$ cat src/rtl/alu_muldiv_seq.sv
// Registered, handshaked MIPS ALU with iterative mul/div and HI/LO registers.
// Optional feature: define ALU_OVF_EN to add o_overflow for signed ADD/SUB.
module alu_muldiv_seq #(
    parameter int DATA_WIDTH = 8,
    parameter int MODE_WIDTH = 6,
    parameter int SHAMT_W    = $clog2(DATA_WIDTH)
) (
    input  logic                  i_clk,
    input  logic                  i_reset,
    input  logic                  i_valid,
    output logic                  o_ready,
    input  logic [DATA_WIDTH-1:0] i_A,
    input  logic [DATA_WIDTH-1:0] i_B,
    input  logic [MODE_WIDTH-1:0] i_mode,
    output logic                  o_valid,
    output logic [DATA_WIDTH-1:0] o_result,
    output logic [DATA_WIDTH-1:0] o_hi,
    output logic [DATA_WIDTH-1:0] o_lo
`ifdef ALU_OVF_EN
    ,
    output logic                  o_overflow
`endif
);

    localparam int W = DATA_WIDTH;

    localparam logic [MODE_WIDTH-1:0] F_ADD   = MODE_WIDTH'(6'b100000);
    localparam logic [MODE_WIDTH-1:0] F_ADDU  = MODE_WIDTH'(6'b100001);
    localparam logic [MODE_WIDTH-1:0] F_SUB   = MODE_WIDTH'(6'b100010);
    localparam logic [MODE_WIDTH-1:0] F_SUBU  = MODE_WIDTH'(6'b100011);
    localparam logic [MODE_WIDTH-1:0] F_AND   = MODE_WIDTH'(6'b100100);
    localparam logic [MODE_WIDTH-1:0] F_OR    = MODE_WIDTH'(6'b100101);
    localparam logic [MODE_WIDTH-1:0] F_XOR   = MODE_WIDTH'(6'b100110);
    localparam logic [MODE_WIDTH-1:0] F_NOR   = MODE_WIDTH'(6'b100111);
    localparam logic [MODE_WIDTH-1:0] F_SLT   = MODE_WIDTH'(6'b101000);
    localparam logic [MODE_WIDTH-1:0] F_SLTU  = MODE_WIDTH'(6'b101001);
    localparam logic [MODE_WIDTH-1:0] F_SLL   = MODE_WIDTH'(6'b000000);
    localparam logic [MODE_WIDTH-1:0] F_SRL   = MODE_WIDTH'(6'b000010);
    localparam logic [MODE_WIDTH-1:0] F_SRA   = MODE_WIDTH'(6'b000011);
    localparam logic [MODE_WIDTH-1:0] F_MFHI  = MODE_WIDTH'(6'b010000);
    localparam logic [MODE_WIDTH-1:0] F_MTHI  = MODE_WIDTH'(6'b010001);
    localparam logic [MODE_WIDTH-1:0] F_MFLO  = MODE_WIDTH'(6'b010010);
    localparam logic [MODE_WIDTH-1:0] F_MTLO  = MODE_WIDTH'(6'b010011);
    localparam logic [MODE_WIDTH-1:0] F_MULT  = MODE_WIDTH'(6'b011000);
    localparam logic [MODE_WIDTH-1:0] F_MULTU = MODE_WIDTH'(6'b011001);
    localparam logic [MODE_WIDTH-1:0] F_DIV   = MODE_WIDTH'(6'b011010);
    localparam logic [MODE_WIDTH-1:0] F_DIVU  = MODE_WIDTH'(6'b011011);

    localparam logic [SHAMT_W-1:0] CNT_LAST = SHAMT_W'(W - 1);

    typedef enum logic {IDLE, BUSY} state_t;

    state_t             state;
    logic [SHAMT_W-1:0] cnt;
    logic [2*W-1:0]     acc;
    logic [W-1:0]       opnd;
    logic [W-1:0]       a_hold;
    logic [W-1:0]       hi;
    logic [W-1:0]       lo;
    logic [W-1:0]       result;
    logic               valid;
    logic               div_op;
    logic               neg_q;
    logic               neg_r;
    logic               dz;

    logic [W-1:0]       sum;
    logic [W-1:0]       diff;
    logic [SHAMT_W-1:0] shamt;
    logic [W-1:0]       alu_res;
    logic               is_long;
    logic               wr_hi;
    logic               wr_lo;

    assign sum   = i_A + i_B;
    assign diff  = i_A - i_B;
    assign shamt = i_B[SHAMT_W-1:0];

    always_comb begin
        alu_res = '1;
        is_long = 1'b0;
        wr_hi   = 1'b0;
        wr_lo   = 1'b0;
        unique case (i_mode)
            F_ADD, F_ADDU: alu_res = sum;
            F_SUB, F_SUBU: alu_res = diff;
            F_AND:  alu_res = i_A & i_B;
            F_OR:   alu_res = i_A | i_B;
            F_XOR:  alu_res = i_A ^ i_B;
            F_NOR:  alu_res = ~(i_A | i_B);
            F_SLT:  alu_res = W'($signed(i_A) < $signed(i_B));
            F_SLTU: alu_res = W'(i_A < i_B);
            F_SLL:  alu_res = i_A << shamt;
            F_SRL:  alu_res = i_A >> shamt;
            F_SRA:  alu_res = $unsigned($signed(i_A) >>> shamt);
            F_MFHI: alu_res = hi;
            F_MFLO: alu_res = lo;
            F_MTHI: begin
                alu_res = i_A;
                wr_hi   = 1'b1;
            end
            F_MTLO: begin
                alu_res = i_A;
                wr_lo   = 1'b1;
            end
            F_MULT, F_MULTU, F_DIV, F_DIVU: is_long = 1'b1;
            default: alu_res = '1;
        endcase
    end

    // Signed mul/div run on magnitudes; signs are fixed up on the last step.
    logic         op_signed;
    logic         op_div;
    logic         a_neg;
    logic         b_neg;
    logic [W-1:0] a_mag;
    logic [W-1:0] b_mag;

    assign op_signed = (i_mode == F_MULT) || (i_mode == F_DIV);
    assign op_div    = (i_mode == F_DIV) || (i_mode == F_DIVU);
    assign a_neg     = op_signed & i_A[W-1];
    assign b_neg     = op_signed & i_B[W-1];
    assign a_mag     = a_neg ? -i_A : i_A;
    assign b_mag     = b_neg ? -i_B : i_B;

    logic [W:0]     msum;
    logic [W:0]     rsh;
    logic [W:0]     rdiff;
    logic [2*W-1:0] mul_next;
    logic [2*W-1:0] div_next;
    logic [2*W-1:0] acc_next;
    logic [2*W-1:0] prod;
    logic [W-1:0]   quo;
    logic [W-1:0]   rem;
    logic [W-1:0]   fin_hi;
    logic [W-1:0]   fin_lo;

    // acc = {partial, multiplier} for mul, {remainder, dividend/quotient} for div
    assign msum     = {1'b0, acc[2*W-1:W]} + (acc[0] ? {1'b0, opnd} : '0);
    assign mul_next = {msum, acc[W-1:1]};
    assign rsh      = {acc[2*W-1:W], acc[W-1]};
    assign rdiff    = rsh - {1'b0, opnd};
    assign div_next = rdiff[W] ? {rsh[W-1:0], acc[W-2:0], 1'b0}
                               : {rdiff[W-1:0], acc[W-2:0], 1'b1};
    assign acc_next = div_op ? div_next : mul_next;

    assign prod = neg_q ? -acc_next : acc_next;
    assign quo  = acc_next[W-1:0];
    assign rem  = acc_next[2*W-1:W];

    always_comb begin
        fin_hi = prod[2*W-1:W];
        fin_lo = prod[W-1:0];
        if (div_op) begin
            if (dz) begin
                fin_lo = '1;
                fin_hi = a_hold;
            end else begin
                fin_lo = neg_q ? -quo : quo;
                fin_hi = neg_r ? -rem : rem;
            end
        end
    end

`ifdef ALU_OVF_EN
    logic add_ovf;
    logic sub_ovf;
    logic ovf;

    assign add_ovf = (i_A[W-1] == i_B[W-1]) && (sum[W-1] != i_A[W-1]);
    assign sub_ovf = (i_A[W-1] != i_B[W-1]) && (diff[W-1] != i_A[W-1]);
`endif

    always_ff @(posedge i_clk) begin
        if (i_reset) begin
            state  <= IDLE;
            cnt    <= '0;
            acc    <= '0;
            opnd   <= '0;
            a_hold <= '0;
            hi     <= '0;
            lo     <= '0;
            result <= '0;
            valid  <= 1'b0;
            div_op <= 1'b0;
            neg_q  <= 1'b0;
            neg_r  <= 1'b0;
            dz     <= 1'b0;
`ifdef ALU_OVF_EN
            ovf    <= 1'b0;
`endif
        end else begin
            valid <= 1'b0;
`ifdef ALU_OVF_EN
            ovf   <= 1'b0;
`endif
            unique case (state)
                IDLE: begin
                    if (i_valid) begin
                        if (is_long) begin
                            state  <= BUSY;
                            cnt    <= '0;
                            div_op <= op_div;
                            neg_q  <= a_neg ^ b_neg;
                            neg_r  <= a_neg;
                            dz     <= op_div && (i_B == '0);
                            a_hold <= i_A;
                            opnd   <= op_div ? b_mag : a_mag;
                            acc    <= {{W{1'b0}}, op_div ? a_mag : b_mag};
                        end else begin
                            valid  <= 1'b1;
                            result <= alu_res;
                            if (wr_hi) hi <= i_A;
                            if (wr_lo) lo <= i_A;
`ifdef ALU_OVF_EN
                            ovf <= ((i_mode == F_ADD) && add_ovf) ||
                                   ((i_mode == F_SUB) && sub_ovf);
`endif
                        end
                    end
                end
                BUSY: begin
                    acc <= acc_next;
                    cnt <= cnt + 1'b1;
                    if (cnt == CNT_LAST) begin
                        state  <= IDLE;
                        valid  <= 1'b1;
                        hi     <= fin_hi;
                        lo     <= fin_lo;
                        result <= fin_lo;
                    end
                end
            endcase
        end
    end

    assign o_ready  = (state == IDLE);
    assign o_valid  = valid;
    assign o_result = result;
    assign o_hi     = hi;
    assign o_lo     = lo;
`ifdef ALU_OVF_EN
    assign o_overflow = ovf;
`endif

endmodule

$ cat config.mk
export PLATFORM = sky130hd
export DESIGN_NAME = alu_muldiv_seq
export DESIGN_NICKNAME = d
export VERILOG_FILES = /design/src/rtl/alu_muldiv_seq.sv
export SDC_FILE = /design/constraint.sdc
export NUM_CORES = 1
export LEC_CHECK = 0
export CORE_ASPECT_RATIO = 1.25
export CORE_MARGIN = 4
export CORE_UTILIZATION = 45
export CTS_BUF_LIST = sky130_fd_sc_hd__clkbuf_8
export CTS_CLUSTER_SIZE = 40
export DETAILED_ROUTE_END_ITERATION = 6
export GPL_ROUTABILITY_DRIVEN = 0
export MAX_ROUTING_LAYER = met4
export SETUP_SLACK_MARGIN = 0.05
export SLEW_MARGIN = 10
export SYNTH_ARGS = -nofsm -noshare
export SYNTH_HDL_FRONTEND = slang
export SYNTH_SLANG_ARGS = --single-unit
$ cat constraint.sdc
create_clock -name i_clk -period 4.3 [get_ports i_clk]
set_input_delay 0.86 -clock i_clk [delete_from_list [all_inputs] [get_ports i_clk]]
set_output_delay 0.86 -clock i_clk [all_outputs]
set_load 0.05 [all_outputs]
# ---- Word-level counts from Yosys, hierarchy flattened
# Cells that the tools add are included.
dict set report word_totals {
  mem_count 0
  latch_bits 0
  out_inout_bits 26
  word_cells 122
  register_bits 65
  ram_bits 0
  rom_bits 0
}
dict set report classes {
  n_shift 3
  n_mux 45
  n_div 0
  eq_ne 27
  multipliers 0
  n_bitwise 8
  magnitude_cmp 2
  n_reduce_logical 14
  n_addsub 10
}
# operator count
set op_table {}
lappend op_table {{two-way mux 8 bit} 21}
lappend op_table {{case mux 8 bit (14 select lines)} 1}
lappend op_table {{two-way mux 16 bit} 5}
lappend op_table {{== test 6 bit (second input constant)} 10}
lappend op_table {{== test 6 x 5 -> 1 bit (second input constant)} 8}
lappend op_table {{case mux 8 bit (2 select lines)} 3}
lappend op_table {{negator 8 bit} 4}
lappend op_table {{case mux 16 bit (2 select lines)} 1}
lappend op_table {{< comparator 8 bit} 2}
lappend op_table {{negator 16 bit} 1}
lappend op_table {{== test 6 x 2 -> 1 bit (second input constant)} 2}
lappend op_table {{adder 8 x 8 -> 9 bit} 1}
lappend op_table {{two-way mux 1 bit} 9}
lappend op_table {{subtractor 9 x 8 -> 9 bit} 1}
lappend op_table {{adder 8 bit} 1}
lappend op_table {{AND 8 bit} 1}
lappend op_table {{zero test 8 bit} 1}
lappend op_table {{!= test 2 x 1 -> 1 bit (second input constant)} 4}
lappend op_table {{NOT 8 bit} 1}
lappend op_table {{OR 8 bit} 1}
lappend op_table {{AND reduction 4 bit} 2}
lappend op_table {{left shift 8 x 3 -> 8 bit} 1}
lappend op_table {{right shift 8 x 3 -> 8 bit} 1}
lappend op_table {{>>> shifter 8 x 3 -> 8 bit} 1}
lappend op_table {{18 further kinds} 26}

# ---- Logic depth before layout (Yosys ltp)
# Gate-level depths: netlist (run 1).
dict set report logic_depth {
  ltp_word 9
  mapped_depth 17
  depth_no_buf 17
}

# ---- Worst setup path after synthesis (run 1)
# Ideal clock, no wire load.
dict set report synth_timing {
  kind {flip-flop to flip-flop}
  start {reg acc[7]}
  end {reg hi[6], in the netlist o_hi[6]}
  slack_ns 0.905
  t_required_ns 4.183
  path_stages_with_launch 16
  setup_time_ns 0.117
  t_arrival_ns 3.279
  synth_period_minus_slack_ns 3.395
  cell_sequence {dfxtp_1 > inv_1 > ha_1 > inv_1 > fa_1 > a211oi_2 > o21a_1 > a211o_1 > nand3_1 > a31oi_2 > ha_1 > nand4_1 > nor4b_4 > mux2i_1 > a2111oi_2 > a22o_1}
}
dict set report synth_via {
  elab_chain_len 9
}
# item line
set synth_rtl {}
lappend synth_rtl {{start: declaration} 55} ;# logic [2*W-1:0] acc;
lappend synth_rtl {{start signal: assignment} 209} ;# acc <= {{W{1'b0}}, op_div ? a_mag : b_mag};
lappend synth_rtl {{start signal: assignment} 223} ;# acc <= acc_next;
lappend synth_rtl {{subtractor 9 x 8 -> 9 bit} 142} ;# assign rdiff = rsh - {1'b0, opnd};
lappend synth_rtl {{two-way mux 16 bit} 143} ;# assign div_next = rdiff[W] ? {rsh[W-1:0], acc[W-2:0], 1'b0}
lappend synth_rtl {{two-way mux 16 bit (*)} 145} ;# assign acc_next = div_op ? div_next : mul_next;
lappend synth_rtl {{negator 8 bit} 160} ;# fin_hi = neg_r ? -rem : rem;
lappend synth_rtl {{two-way mux 8 bit} 160}
lappend synth_rtl {{two-way mux 8 bit} 155} ;# if (dz) begin
lappend synth_rtl {{two-way mux 8 bit (*)} 154} ;# if (div_op) begin
lappend synth_rtl {{two-way mux 8 bit (*)} 225} ;# if (cnt == CNT_LAST) begin
lappend synth_rtl {{case mux 8 bit (2 select lines) (*)} 197} ;# unique case (state)
lappend synth_rtl {{end signal: assignment} 213} ;# if (wr_hi) hi <= i_A;
lappend synth_rtl {{end signal: assignment} 228} ;# hi <= fin_hi;
lappend synth_rtl {{end: declaration} 58} ;# logic [W-1:0] hi;
# Every way passes the cells marked *; elsewhere a longest branch is shown, timed or not. The select of a mux whose other input is x is not followed.
# A chain may end at the register's enable or synchronous reset.

# ---- Worst setup path after layout (run 1)
# Ends and elaborated chain as after synthesis.

==> results of run 1 <==
how the worst min path moves through the flow:
stage                                   from                       end  cells past startpoint
finish                a_hold[2]$_SDFFE_PP0P_    a_hold[2]$_SDFFE_PP0P_                      2
global route          a_hold[1]$_SDFFE_PP0P_    a_hold[1]$_SDFFE_PP0P_                      2
CTS                   a_hold[2]$_SDFFE_PP0P_    a_hold[2]$_SDFFE_PP0P_                      2
detailed placement    a_hold[2]$_SDFFE_PP0P_    a_hold[2]$_SDFFE_PP0P_                      2
global placement    o_result[1]$_SDFFE_PP0P_  o_result[1]$_SDFFE_PP0P_                      2
floorplan             a_hold[1]$_SDFFE_PP0P_    a_hold[1]$_SDFFE_PP0P_                      2
worst max-delay path, stage by stage, from the launching register on:
cell and delay (ns):
dfxtp_1 0.32, inv_1 0.10, ha_1 0.17, inv_1 0.06
fa_1 0.42, a211oi_2 0.31, o21a_1 0.25, a211o_1 0.28
nand3_1 0.12, a31oi_2 0.39, ha_1 0.28, nand4_1 0.14
nor4b_4 0.37, mux2i_1 0.26, a2111oi_2 0.05, a22o_1 0.21
Yosys cell counts (12+ instances only):
library cell	n
nor3_1	23
xnor2_1	33
and2_1	12
dfxtp_1	65
mux2i_1	32
o21ai_0	55
a21oi_1	83
nand3_1	31
nand2_1	111
a22oi_1	13
nor2_1	94
xor2_1	14
inv_1	45
o211ai_1	16
ha_1	47
clkbuf_1	40
per-layer routing:
layer | part of all wire (%) | global-route usage, % | up-vias
met5 | 0 | - | -
met4 | 6.2 | 16.77 | 0
met3 | 6.4 | 3.893 | 105
met2 | 48 | 48.55 | 349
met1 | 39 | 32.74 | 3416
li1 | - | - | 3421
placed cells by master, fill, tap and decap left out, types with 32 or more instances in the layout:
master,instances
o21ai_0,55
xnor2_1,33
ha_1,47
mux2i_1,32
dfxtp_1,65
inv_1,45
clkdlybuf4s50_1,48
nor2_1,94
a21oi_1,83
nand2_1,111
sequential cells by signal, indices dropped and copies added (netlist names):
register  cells
acc          16
a_hold        8
o_hi          8
o_lo          8
o_result      8
opnd          8
cnt           3
div_op        1
dz            1
neg_q         1
neg_r         1
o_valid       1
state         1
power breakdown:
group	total [W]	leakage [nW]	switching, W	internal [W]
Sequential	0.000624	0.526	0.0000104	0.000613
Clock	0.000618	0.113	0.000273	0.000344
Combinational	0.000440	2.41	0.000279	0.000161
logic make-up (layout without fill, tap and decap cells):
logic type      count (synthesis)  after routing  share of synthesized area [%]
fa+ha+maj                      51             51                          9.874
xor+xnor                       47             47                          6.084
simple gates                  325            325                          22.47
mux                            42             42                          6.564
flops                          65             65                          19.23
compound gates                288            288                          29.05
other cells                     0              1                              0
buf+inv                       108            148                          6.731
stage by stage:
| stage | hold slack (ns) | util [%] | instances | area (um2) | total power [W] |
|---|---|---|---|---|---|
| 2_1_floorplan | 0.4328 | - | 926 | 6766 | 0.0009211 |
| 3_3_place_gp | 0.4439 | 51.16 | 1128 | 7465 | 0.001065 |
| 3_5_place_dp | 0.4496 | 51.16 | 1128 | 7465 | 0.001069 |
| 4_1_cts | 0.4607 | 52.72 | 1144 | 7692 | 0.001679 |
| 5_1_grt | 0.4762 | 52.74 | 1145 | 7695 | 0.001749 |
| 6_report | 0.4608 | 52.74 | 1145 | 7695 | 0.001682 |
cell type report:
class,instances,area [um2],share of cell area (%)
sequential,65,1301,16.91
timing repair buffer,82,743.2,9.659
clock buffer,10,137.6,1.789
multi-input combinational,753,5010,65.11
antenna,1,2.502,0.03252
clock inverter,6,90.09,1.171
inverter,50,187.7,2.439
tap,178,222.7,2.894
==> impl_metrics.json, run 1 <==
{
  "status": "finished clean",
  "initial_core_util_pct": 46.37,
  "ys_warn_count": 0,
  "area_growth_pct": 13.72,
  "cts_root_buf": "clkbuf_8",
  "clk_pin_slew_ns": 0.08,
  "min_path_type": "flip-flop to flip-flop",
  "portBuffers": 50,
  "r2r-start": "acc[7]$_SDFFE_PP0P_",
  "final-setup-viol-count": 0,
  "synthArstFlopShare_pct": 0,
  "antenna_found_initial": 1,
  "drv_slew": 0,
  "first_iter_violations": 643,
  "hold_viol_final": 0,
  "yosysTopAreaCell": "dfxtp_1",
  "ys_types": 87,
  "dpl.hpwl_mm": 19.01,
  "routed_wl_mm": 24.49,
  "timing.slew.headroom_pct": 50.59,
  "synth.top_cell.area_share_pct": 19.23,
  "die-width_um": 117.7,
  "worst_pin_slew_ns": 0.7384,
  "synth-edff-count": 0,
  "synth_ff_type": "dfxtp_1",
  "cts_buffer_depth": 2,
  "worstSetupPathType": "flip-flop to flip-flop",
  "p_leak_nw": 3.053,
  "postCtsSetupRepairBufs": 0,
  "num_vias": 7291,
  "coreArea_um2": 14590,
  "tns_ns": 0,
  "avgSynthCellArea_um2": 7.307,
  "min_period_ns": 3.825,
  "critical_path_arrival_ns": 4.09,
  "cts_hold_buf": 0,
  "required_ns": 4.56,
  "cellPowerDensity_nw_per_um2": 218.5,
  "drv_cap": 0,
  "ios": 51,
  "h-tree-depth": 3,
  "dr.pass1.iters": 7,
  "drc": 0,
  "cts.sinks": 65,
  "ys_seq_elements": 65,
  "r2r-end": "o_hi[6]$_SDFFE_PP0P_",
  "syn_area_um2": 6766,
  "cts_made_buffers": 9,
  "vdd_drop_max_v": 0.0001237,
  "synth_area_leaders": "dfxtp_1, ha_1, nand2_1, a21oi_1, nor2_1",
  "syn-instance-count": 926,
  "crit_path_start": "acc[7]$_SDFFE_PP0P_",
  "endpoint_kind": "flip-flop",
  "max_clock_freq_mhz": 261.4,
  "critPathMaxFanout": 7,
  "finalCritPeriodShare_pct": 88.95,
  "cts_tree": "done",
  "rr_worst_depth": 15,
  "crit_path_start_kind": "flip-flop",
  "rsz0062_at_grt": "false",
  "synth_nets": 1002,
  "drive_gt1_share_pct": 8.489,
  "grt_pass1_vias": 7138,
  "overflow": 0,
  "worstSetupEndpoint": "o_hi[6]$_SDFFE_PP0P_",
  "grt.total_usage_pct": 28.85,
  "dp_slack_ns": 0.5308,
  "die_area_um2": 17080,
  "die_h_um": 145.1,
  "rrSetupSlack_ns": 0.48,
  "drtAntennaViolNets": 0,
  "layout.nets": 1037,
  "grt_start_max_net_pins": 64,
  "wl_per_cell_um": 21.39,
  "grt_pass1_wl_mm": 38.75,
  "fp-row-count": 49,
  "seq_area_frac_synth_pct": 19.23,
  "clock_latency_ns": 0.37,
  "fill_cells": 1458,
  "drt-vias-per-instance": 6.368,
  "clock-skew-final_ns": 0.01201,
  "cts_resized": 0,
  "timing.final.ws_setup_ns": 0.4750
}
(Power assumes the default switching activity.)
==> run 2: changes to the inputs <==
--- a/config.mk
+++ b/config.mk
@@ -6,10 +6,10 @@
 export NUM_CORES = 1
 export LEC_CHECK = 0
 export CORE_ASPECT_RATIO = 1.25
-export CORE_MARGIN = 4
+export CORE_MARGIN = 3
 export CORE_UTILIZATION = 45
 export CTS_BUF_LIST = sky130_fd_sc_hd__clkbuf_8
-export CTS_CLUSTER_SIZE = 40
+export CTS_CLUSTER_SIZE = 20
 export DETAILED_ROUTE_END_ITERATION = 6
 export GPL_ROUTABILITY_DRIVEN = 0
 export MAX_ROUTING_LAYER = met4
==> impl_metrics.json, run 2 (synthesis gave the netlist of run 1 again) <==
{
  "p_leak_nw": 3.071,
  "portBuffers": 50,
  "hold_viol_final": 0,
  "critical_path_arrival_ns": 4.03,
  "postCtsSetupRepairBufs": 0,
  "r2r-end": "o_hi[6]$_SDFFE_PP0P_",
  "dpl-instance-area_um2": 7475,
  "seq_power_share_pct": 36.6,
  "worstSetupPathType": "flip-flop to flip-flop",
  "first_iter_violations": 802,
  "overflow": 0,
  "status": "finished clean",
  "worst_pin_slew_ns": 0.9602,
  "p_switching_w": 0.0005650,
  "fill_cells": 1442,
  "timing.slew.headroom_pct": 35.40,
  "cellPowerDensity_nw_per_um2": 220.9,
  "drv_cap": 0,
  "dr.pass1.iters": 6,
  "clock-skew-final_ns": 0.01218,
  "crit_path_start": "acc[7]$_SDFFE_PP0P_",
  "drt-vias-per-instance": 6.376,
  "drc": 0,
  "finalCritPeriodShare_pct": 87.79,
  "cts_made_buffers": 9,
  "endpoint_kind": "flip-flop",
  "cts_hold_buf": 0,
  "cts_tree": "done",
  "die-width_um": 115.7,
  "grt_pass1_wl_mm": 38.63,
  "swShare_pct": 33.17,
  "whs_endpoint": "a_hold[1]$_SDFFE_PP0P_",
  "grt_pass1_vias": 7039,
  "cts_resized": 0,
  "die_h_um": 143.1,
  "fp-row-count": 49,
  "layout.nets": 1040,
  "antenna_found_initial": 0,
  "pwr-share-comb_pct": 26.1,
  "clkPwrFrac_pct": 37.3,
  "h-tree-depth": 3,
  "top_register": "acc",
  "cts_root_buf": "clkbuf_8",
  "min_period_ns": 3.775,
  "die_area_um2": 16550,
  "grt_start_max_net_pins": 40,
  "coreArea_um2": 14530,
  "largest_reg_flops": 16,
  "power.internal_w": 0.001139,
  "r2r-start": "acc[7]$_SDFFE_PP0P_",
  "drtAntennaViolNets": 0,
  "wl_per_cell_um": 21.43,
  "rrSetupSlack_ns": 0.53,
  "drive_gt1_share_pct": 8.772,
  "mostFrequentLayoutCells": "nand2_1, nor2_1, a21oi_1",
  "whs_path_depth": 2,
  "final_common_cell": "nand2_1",
  "vdd_drop_max_v": 0.0001295,
  "initial_core_util_pct": 46.57,
  "hp-start": "a_hold[1]$_SDFFE_PP0P_",
  "required_ns": 4.55,
  "final-setup-viol-count": 0,
  "drv_slew": 0,
  "cts_buffer_depth": 2,
  "rsz0062_at_grt": "false",
  "dpl.hpwl_mm": 19.05,
  "cts.sinks": 65,
  "clk_pin_slew_ns": 0.08,
  "critPathMaxFanout": 7,
  "max_clock_freq_mhz": 264.9,
  "grt.total_usage_pct": 30.68,
  "clock_latency_ns": 0.36,
  "antenna_cells": 0,
  "min_path_type": "flip-flop to flip-flop",
  "area_growth_pct": 13.98,
  "ios": 51,
  "tns_ns": 0,
  "design_area_um2": 7712,
  "routed_wl_mm": 24.58,
  "crit_path_start_kind": "flip-flop",
  "rr_worst_depth": 16,
  "num_vias": 7313
}
run 2: worst max path at each step:
stage	to	slack [ns]	cells past startpoint
6_report	o_hi[6]$_SDFFE_PP0P_	0.53	16
5_1_grt	o_hi[6]$_SDFFE_PP0P_	0.29	16
4_1_cts	o_hi[6]$_SDFFE_PP0P_	0.56	16
3_5_place_dp	o_hi[6]$_SDFFE_PP0P_	0.56	16
3_3_place_gp	o_hi[6]$_SDFFE_PP0P_	0.58	16
2_1_floorplan	o_hi[6]$_SDFFE_PP0P_	0.90	15
run 2: per-layer routing:
layer  part of all wire [%]  up-vias  global-route usage [%]
li1                       -     3435                       -
met1                     38     3423                   35.71
met2                     50      368                   52.71
met3                    7.2       87                   3.942
met4                    4.8        0                   13.19
met5                      0        -                       -
run 2: final cells by class:
type,count,area (um2),share of cell area (%)
repair buffers,85,753.2,9.766
flip-flops and latches,65,1301,16.87
multi-input cells,753,5010,64.96
clock buffers,11,151.4,1.963
well taps,178,222.7,2.888
clock inverters,5,86.33,1.119
inverters,50,187.7,2.433
run 2: power groups by stage:
stage / clock network [W] / logic [W] / registers (W)
3_3_place_gp: 0 / 0.000430 / 0.000637
3_5_place_dp: 0 / 0.000435 / 0.000637
5_1_grt: 0.000667 / 0.000480 / 0.000625
6_report: 0.000636 / 0.000445 / 0.000623
4_1_cts: 0.000640 / 0.000437 / 0.000623
2_1_floorplan: 0 / 0.000260 / 0.000661
run 2: worst max-delay path: stages (launching register included):
cell       delay, ns
dfxtp_1         0.31
inv_1           0.10
ha_1            0.17
inv_1           0.05
fa_1            0.42
a211oi_2        0.30
o21a_1          0.25
a211o_1         0.31
nand3_1         0.13
a31oi_2         0.20
buf_4           0.17
ha_1            0.21
nand4_1         0.15
nor4b_4         0.38
mux2i_1         0.26
a2111oi_2       0.06
a22o_1          0.21
run 2: through the flow:
step | hold slack, ns | worst slack (ns) | total power [W] | instances | util (%)
floorplan | 0.4328 | 0.9045 | 0.0009211 | 926 | -
global placement | 0.4424 | 0.5757 | 0.001067 | 1131 | 51.44
detailed placement | 0.4474 | 0.5603 | 0.001072 | 1131 | 51.44
CTS | 0.4582 | 0.5561 | 0.001700 | 1147 | 53.08
global route | 0.4832 | 0.2946 | 0.001773 | 1147 | 53.08
finish | 0.4588 | 0.5250 | 0.001704 | 1147 | 53.08
==> run 3: changes to the inputs <==
--- a/config.mk
+++ b/config.mk
@@ -12,6 +12,7 @@
 export CTS_CLUSTER_SIZE = 20
 export DETAILED_ROUTE_END_ITERATION = 6
 export GPL_ROUTABILITY_DRIVEN = 0
+export GPL_TIMING_DRIVEN = 0
 export MAX_ROUTING_LAYER = met4
 export SETUP_SLACK_MARGIN = 0.05
 export SLEW_MARGIN = 10
==> impl_metrics.json, run 3 (synthesis gave the netlist of run 1 again) <==
{
  "swShare_pct": 34.80,
  "vdd_drop_max_v": 0.0001368,
  "r2r-start": "acc[7]$_SDFFE_PP0P_",
  "grt_start_max_net_pins": 13,
  "cts_resized": 0,
  "drv_cap": 0,
  "drv_slew": 0,
  "cts_hold_buf": 0,
  "fp-row-count": 49,
  "top_register": "acc",
  "tns_ns": 0,
  "antenna_found_initial": 0,
  "die_h_um": 143.1,
  "grt.total_usage_pct": 31.99,
  "final_cells": 1167,
  "drc": 0,
  "max_clock_freq_mhz": 245.0,
  "utilization_pct": 52.93,
  "cellPowerDensity_nw_per_um2": 213.8,
  "pwr-share-comb_pct": 27.1,
  "cts_buffer_depth": 2,
  "hold_viol_final": 0,
  "routed_wl_mm": 25.75,
  "min_path_type": "flip-flop to flip-flop",
  "area_growth_pct": 13.66,
  "p_leak_nw": 3.008,
  "status": "finished clean",
  "critical_path_arrival_ns": 4.31,
  "final-setup-viol-count": 0,
  "worstSetupPathType": "input pin to flip-flop",
  "fill_cells": 1465,
  "final_common_cell": "nand2_1",
  "mostFrequentLayoutCells": "nand2_1, nor2_1, a21oi_1",
  "power_w": 0.001644,
  "dpl.hpwl_mm": 20.31,
  "drive_gt1_share_pct": 6.471,
  "seq_power_share_pct": 37.9,
  "drtAntennaViolNets": 0,
  "portBuffers": 47,
  "min_period_ns": 4.081,
  "finalCritPeriodShare_pct": 94.92,
  "dr.pass1.iters": 6,
  "layout.nets": 1060,
  "drt-vias-per-instance": 6.350,
  "coreArea_um2": 14530,
  "clkPwrFrac_pct": 35.0,
  "grt_pass1_wl_mm": 39.63,
  "ios": 51,
  "h-tree-depth": 3,
  "required_ns": 4.53,
  "first_iter_violations": 743,
  "power.internal_w": 0.001072,
  "clock-skew-final_ns": 0.01512,
  "endpoint_kind": "flip-flop",
  "rsz0062_at_grt": "false",
  "cts_tree": "done",
  "crit_path_start_kind": "input pin",
  "place_inst": 1151,
  "grt_pass1_vias": 6965,
  "die_area_um2": 16550,
  "worst_pin_slew_ns": 1.007,
  "num_vias": 7410,
  "design_area_um2": 7691,
  "cts_root_buf": "clkbuf_8",
  "wl_per_cell_um": 22.07,
  "clock_latency_ns": 0.36,
  "whs_path_depth": 2,
  "rrSetupSlack_ns": 0.35,
  "die-width_um": 115.7,
  "timing.slew.headroom_pct": 32.83,
  "overflow": 0,
  "p_switching_w": 0.0005722,
  "largest_reg_flops": 16,
  "postCtsSetupRepairBufs": 0,
  "cts_made_buffers": 9,
  "r2r-end": "o_hi[6]$_SDFFE_PP0P_",
  "critPathMaxFanout": 9,
  "whs_endpoint": "o_result[6]$_SDFFE_PP0P_",
  "antenna_cells": 0,
  "dpl-instance-area_um2": 7466,
  "clk_pin_slew_ns": 0.08,
  "initial_core_util_pct": 46.57,
  "cts.sinks": 65,
  "rr_worst_depth": 15,
  "hp-start": "o_result[6]$_SDFFE_PP0P_"
}
-- run 3: changes by cell type in the layout (fill, tap and decap cells not counted), moves of 4 or more --
cell / before / now
buf_1: 0 / 5
buf_4: 35 / 4
buf_6: 0 / 4
clkbuf_1: 0 / 38
clkbuf_2: 0 / 4
-- run 3: per-stage QoR --
| stage | setup WS (ns) | hold slack [ns] |
|---|---|---|
| 2_1_floorplan | 0.9045 | 0.4328 |
| 3_3_place_gp | -0.1799 | 0.4400 |
| 3_5_place_dp | -0.1741 | 0.4443 |
| 4_1_cts | 0.2064 | 0.4561 |
| 5_1_grt | 0.05204 | 0.4762 |
| 6_report | 0.2186 | 0.4531 |
-- run 3: power groups by stage --
stage | clock network, W | registers (W) | logic (W)
after global placement | 0 | 0.000637 | 0.000434
after floorplan | 0 | 0.000661 | 0.000260
after global routing | 0.000601 | 0.000624 | 0.000479
after CTS | 0.000574 | 0.000622 | 0.000437
after detailed placement | 0 | 0.000636 | 0.000435
final | 0.000575 | 0.000623 | 0.000446
-- run 3: worst max-delay path by stage --
stage | start | end
after CTS | i_A[0] | o_result[0]$_SDFFE_PP0P_
after global placement | i_B[2] | o_result[0]$_SDFFE_PP0P_
final | i_A[3] | o_result[0]$_SDFFE_PP0P_
after detailed placement | i_A[0] | o_result[0]$_SDFFE_PP0P_
after floorplan | acc[7]$_SDFFE_PP0P_ | o_hi[6]$_SDFFE_PP0P_
after global routing | acc[7]$_SDFFE_PP0P_ | o_hi[6]$_SDFFE_PP0P_
-- run 3: worst max-delay path, stage by stage --
cell and delay [ns]:
clkdlybuf4s50_1 0.50, clkbuf_1 0.56, inv_1 0.31, ha_1 0.45, a21oi_1 0.20, o21ai_0 0.11
a21oi_1 0.21, nor2_1 0.07, o21ai_0 0.30, a21oi_1 0.12, o311ai_0 0.49, a21oi_1 0.13
-- run 3: layout make-up --
cell class	count	area [um2]	area share, %
buffer	58	271.5	3.530
clock buffer	11	151.4	1.968
clock inverter	5	61.31	0.7971
inverter	50	187.7	2.440
multi-input combinational	753	5025	65.33
sequential	65	1301	16.92
tap	178	222.7	2.896
timing repair buffer	47	470.5	6.117
-- run 3: routing by layer --
metal | global-route usage, % | part of all wire [%]
met1 | 37.79 | 40
met2 | 53.87 | 50
met4 | 15.27 | 4.8
met5 | - | 0
met3 | 3.646 | 5.9
==> patch 1, RTL diff (flow settings as in run 3) <==
Add a define of `ALU_OVF_EN`.
--- a/src/rtl/alu_muldiv_seq.sv
+++ b/src/rtl/alu_muldiv_seq.sv
@@ -1,4 +1,6 @@
 // Registered, handshaked MIPS ALU with iterative mul/div and HI/LO registers.
 // Optional feature: define ALU_OVF_EN to add o_overflow for signed ADD/SUB.
+`define ALU_OVF_EN
+
 module alu_muldiv_seq #(
     parameter int DATA_WIDTH = 8,
Check against the original RTL (old outputs only; new: o_overflow): equivalent (Yosys induction, for registers that start in step).
==> patch 1 against run 3 <==
- first-iteration DRC count is 7.1% lower
- register-to-register slack worse by 0.10 ns
- sequential cell count is 1 higher
- wire length is 1.9% higher
- sequential power is 1% higher
- critical path type is now reg -> reg
- total power is 6.0% lower
- critical endpoint is now o_hi[4]$_SDFFE_PP0P_
- worst setup slack better by 0.027 ns
- combinational power is 2% lower
- largest cell class unchanged
- synthesized area is 0.63% lower
- final area is 0.65% lower
==> patch 1: results (changes against run 3) <==
| Metric | Value |
|---|---|
| Clock Skew | `0.0169 ns (+0.00179 ns)` |
| Drt first pass iters | `5 (-1)` |
| DRT iter0 DRCs | `690 (-7.1%)` |
| Vias in the first global route | `7,055 (+1.3%)` |
| Top cells by count, synth | `128 x nor2_1, 89 x a21oi_1, 87 x nand2_1` |
| Status | `finished clean` |
| Global-route wire length before repair | `39,800 um (+0.54%)` |
| CP max stage delay | `0.47 ns (-0.09 ns)` |
| R2R depth | `17 (+2)` |
| Critical Path AT | `4.28 ns (-0.03 ns)` |
| Routed len/inst | `22.6 um (+2.3%)` |
| Detailed Place HPWL | `20,800 um (+2.5%)` |
| Reg2Reg Setup Slack | `0.25 ns (-0.10 ns)` |
| Final cell count without fillers | `1,163 (-0.34%)` |
| Total GRT Usage | `0.327 (+0.00673)` |
| Worst R2R End | `o_hi[4]$_SDFFE_PP0P_` |
| Synthesized area per cell | `7.31 um^2 (about the same)` |
| Area contributors post-synth | `dfxtp_1 20%, ha_1 8.7%, nor2_1 7.1%, a21oi_1 6.6%, nand2_1 4.9%` |
| Largest net degree at the start of global routing | `14 (+1)` |
| Syn nets | `996 (-0.60%)` |
| Pleak | `2.97 nW (-1.3%)` |
| Crit-path max FO | `4 (-5)` |
| Slowest CP cell | `or3_1` |
| Buffers on Ports | `50 (+6.4%)` |
| Post-synthesis cell type count | `83 (-4.6%)` |
| Final #Nets | `1,056 (-0.38%)` |
| Mean number of vias per cell | `6.41 (+0.93%)` |
## patch 1: cell types whose count changed in the layout (fill, tap and decap cells not counted), sizes merged, moves of 6 or more
cell,change
inv,-7
nand2,-24
nand2b,+7
a31oi,-6
nor4,+10
xor2,-7
o21ai,-10
a21oi,+6
nand3,-14
o22ai,+7
nor2,+34
## patch 1: cells by family after synthesis
| group | synth area share |
|---|---|
| AND/OR/NAND/NOR | 0.232 |
| AO/OA/AOI/OAI | 0.295 |
| buffers and inverters | 0.0560 |
| flip-flops | 0.197 |
| adder cells (fa/ha/maj) | 0.0994 |
| XOR/XNOR | 0.0573 |
| multiplexers | 0.0633 |
## patch 1: power breakdown
group / internal (mW) / switching (mW)
Combinational: 0.152 / 0.286
Sequential: 0.623 / 0.00769
Clock: 0.220 / 0.259
## patch 1: layout make-up
type                            instances  area [um^2]
Buffer                                 56          229
Sequential cell                        66         1320
Multi-Input combinational cell        758         5050
Tap cell                              178          223
Timing Repair Buffer                   50          503
Fill cell                            1529         6890
Inverter                               39          146
Clock inverter                          6         35.0
Clock buffer                           10          138
## patch 1: how the worst min path moves through the flow
stage	cells after the start	to	start	slack, ns
after CTS	2	a_hold[6]$_SDFFE_PP0P_	a_hold[6]$_SDFFE_PP0P_	0.46
after global placement	2	o_result[0]$_SDFFE_PP0P_	o_result[0]$_SDFFE_PP0P_	0.44
after detailed placement	2	a_hold[6]$_SDFFE_PP0P_	a_hold[6]$_SDFFE_PP0P_	0.45
after floorplan	2	a_hold[1]$_SDFFE_PP0P_	a_hold[1]$_SDFFE_PP0P_	0.43
after global routing	2	a_hold[3]$_SDFFE_PP0P_	a_hold[3]$_SDFFE_PP0P_	0.48
final	2	o_result[0]$_SDFFE_PP0P_	o_result[0]$_SDFFE_PP0P_	0.46
## patch 1: worst max-delay path, delay by kind of cell, from the launching register on
kind,cells,cell delay [ns]
adder cells (fa/ha/maj),3,0.82
XOR/XNOR,1,0.11
AND/OR/NAND/NOR,2,0.56
AO/OA/AOI/OAI,6,1.53
buffers and inverters,5,0.55
flip-flops,1,0.35
## patch 1: repair_timing
item,4_1_cts,5_1_grt
resized for setup,0,9
hold buffers,0,0
endpoints found under the setup margin,0,7
## patch 1: through the flow
| stage | util | worst slack [ns] | hold WS, ns |
|---|---|---|---|
| floorplan | - | 0.836 | 0.431 |
| global placement | 0.513 | -0.186 | 0.445 |
| detailed placement | 0.513 | -0.147 | 0.449 |
| CTS | 0.524 | 0.112 | 0.461 |
| global route | 0.526 | 0.00154 | 0.480 |
| finish | 0.526 | 0.245 | 0.457 |
## patch 1: metal layers
metal / up-vias / global-route usage / routed length, um
li1: 3466 / - / -
met1: 3518 / 0.374 / 10100
met2: 379 / 0.546 / 12800
met3: 90 / 0.0373 / 1650
met4: 0 / 0.192 / 1710
met5: - / - / 0
==> patch 2, RTL diff (config.mk and constraints of run 3) <==
Without the edit above. Remove the case item `F_SRA` of the case on `i_mode`.
--- a/src/rtl/alu_muldiv_seq.sv
+++ b/src/rtl/alu_muldiv_seq.sv
@@ -93,5 +93,4 @@
             F_SLL:  alu_res = i_A << shamt;
             F_SRL:  alu_res = i_A >> shamt;
-            F_SRA:  alu_res = $unsigned($signed(i_A) >>> shamt);
             F_MFHI: alu_res = hi;
             F_MFLO: alu_res = lo;
Function: changed (a bounded check fails within 4 cycles, from zero or initial values and one cycle with i_reset high).
==> patch 2 against run 3 <==
- final area up 1.1%
- die area grew 0.15%
- clock skew about the same
- wire length grew 4.1%
- synthesized area increased by 0.17%
- clock power increased by 7.8%
- sequential cell count did not move
- critical path type unchanged
- total power is 2.1% higher
- worst setup slack gained 0.037 ns
- cell count unchanged
- largest power group unchanged
==> patch 2: results (changes against run 3) <==
| Metric | Value |
|---|---|
| Multiplexer share of the synthesized area | `0.0620 (-0.00362)` |
| DRT iter0 DRCs | `715 (-3.8%)` |
| Clock share of power | `0.369 (+0.019)` |
| Worst Hold Path EP | `o_result[3]$_SDFFE_PP0P_` |
| Slowest CP cell | `clkdlybuf4s50_1` |
| Worst setup path endpoint | `o_result[5]$_SDFFE_PP0P_` |
| Syn nets | `997 (-0.50%)` |
| Top cells by count, synth | `99 x nor2_1, 94 x nand2_1, 80 x a21oi_1` |
| Dpl cell area | `7500 um^2 (+0.47%)` |
| Combinational group share of total power | `0.261 (-0.010)` |
| Fmax | `0.247 GHz (+0.92%)` |
| Mean number of vias per cell | `6.38 (+0.40%)` |
| Post-synthesis cell type count | `83 (-4.6%)` |
| Area contributors post-synth | `dfxtp_1 19%, ha_1 8.7%, a21oi_1 5.9%, nor2_1 5.5%, nand2_1 5.2%` |
| Sequential area share after synthesis | `0.192 (-0.000320)` |
| Total combinational power | `437 uW (-2%)` |
| Worst R2R End | `o_hi[5]$_SDFFE_PP0P_` |
| Critical path's top delay family | `buffers and inverters` |
| Drt first pass iters | `7 (+1)` |
| Status | `finished clean` |
| Clock Skew | `0.0147 ns (-0.000375 ns)` |
| Fill cell count | `1,510 (+3.1%)` |
| R2R depth | `14 (-1)` |
| Met1 usage | `0.366 (-0.0121)` |
| Global-route wire length before repair | `40,800 um (+3.0%)` |
| VDD IR max | `0.115 mV (-16%)` |
| Fraction of layout cells with a size suffix above 1 | `0.0607 (-0.00404)` |
| Routed len/inst | `23.0 um (+4.1%)` |
| Critical Path AT | `4.33 ns (+0.02 ns)` |
| Hold Startpoint | `o_result[3]$_SDFFE_PP0P_` |
| Final instance area | `7770 um^2 (+1.1%)` |
| CP startpoint | `i_A[1]` |
| Buffers on Ports | `50 (+6.4%)` |
| Post-synthesis adder-cell area fraction | `0.0986 (-0.000164)` |
| Dpl cells | `1,149 (-0.17%)` |
## patch 2: cell count changes after synthesis, moves of 5 or more
cell / run 3 / this run
nor2_1: 94 / 99
and3_1: 9 / 2
o21ai_0: 55 / 44
mux2i_1: 32 / 27
nand4_1: 7 / 2
inv_1: 45 / 39
a211oi_1: 11 / 18
nand3_1: 31 / 25
clkbuf_1: 40 / 56
nand2b_1: 4 / 10
or3_1: 4 / 13
nor4_1: 1 / 7
nor2b_1: 4 / 12
nand2_1: 111 / 94
## patch 2: timing repair
action                     4_1_cts  5_1_grt
gates cloned                     0        0
gates resized for setup          1       14
buffers inserted                 0        2
setup endpoints to repair        2        7
hold endpoints to repair         0        0
pin swaps                        0        1
## patch 2: area by class of cell
class                           count  area (um^2)  share of cell area
Buffer                             63          253              0.0325
Tap cell                          178          223              0.0286
Timing Repair Buffer               52          518              0.0666
Inverter                           44          169              0.0217
Multi-Input combinational cell    749         5080               0.654
Clock buffer                       10          138              0.0177
Sequential cell                    65         1300               0.167
Clock inverter                      6         91.3              0.0117
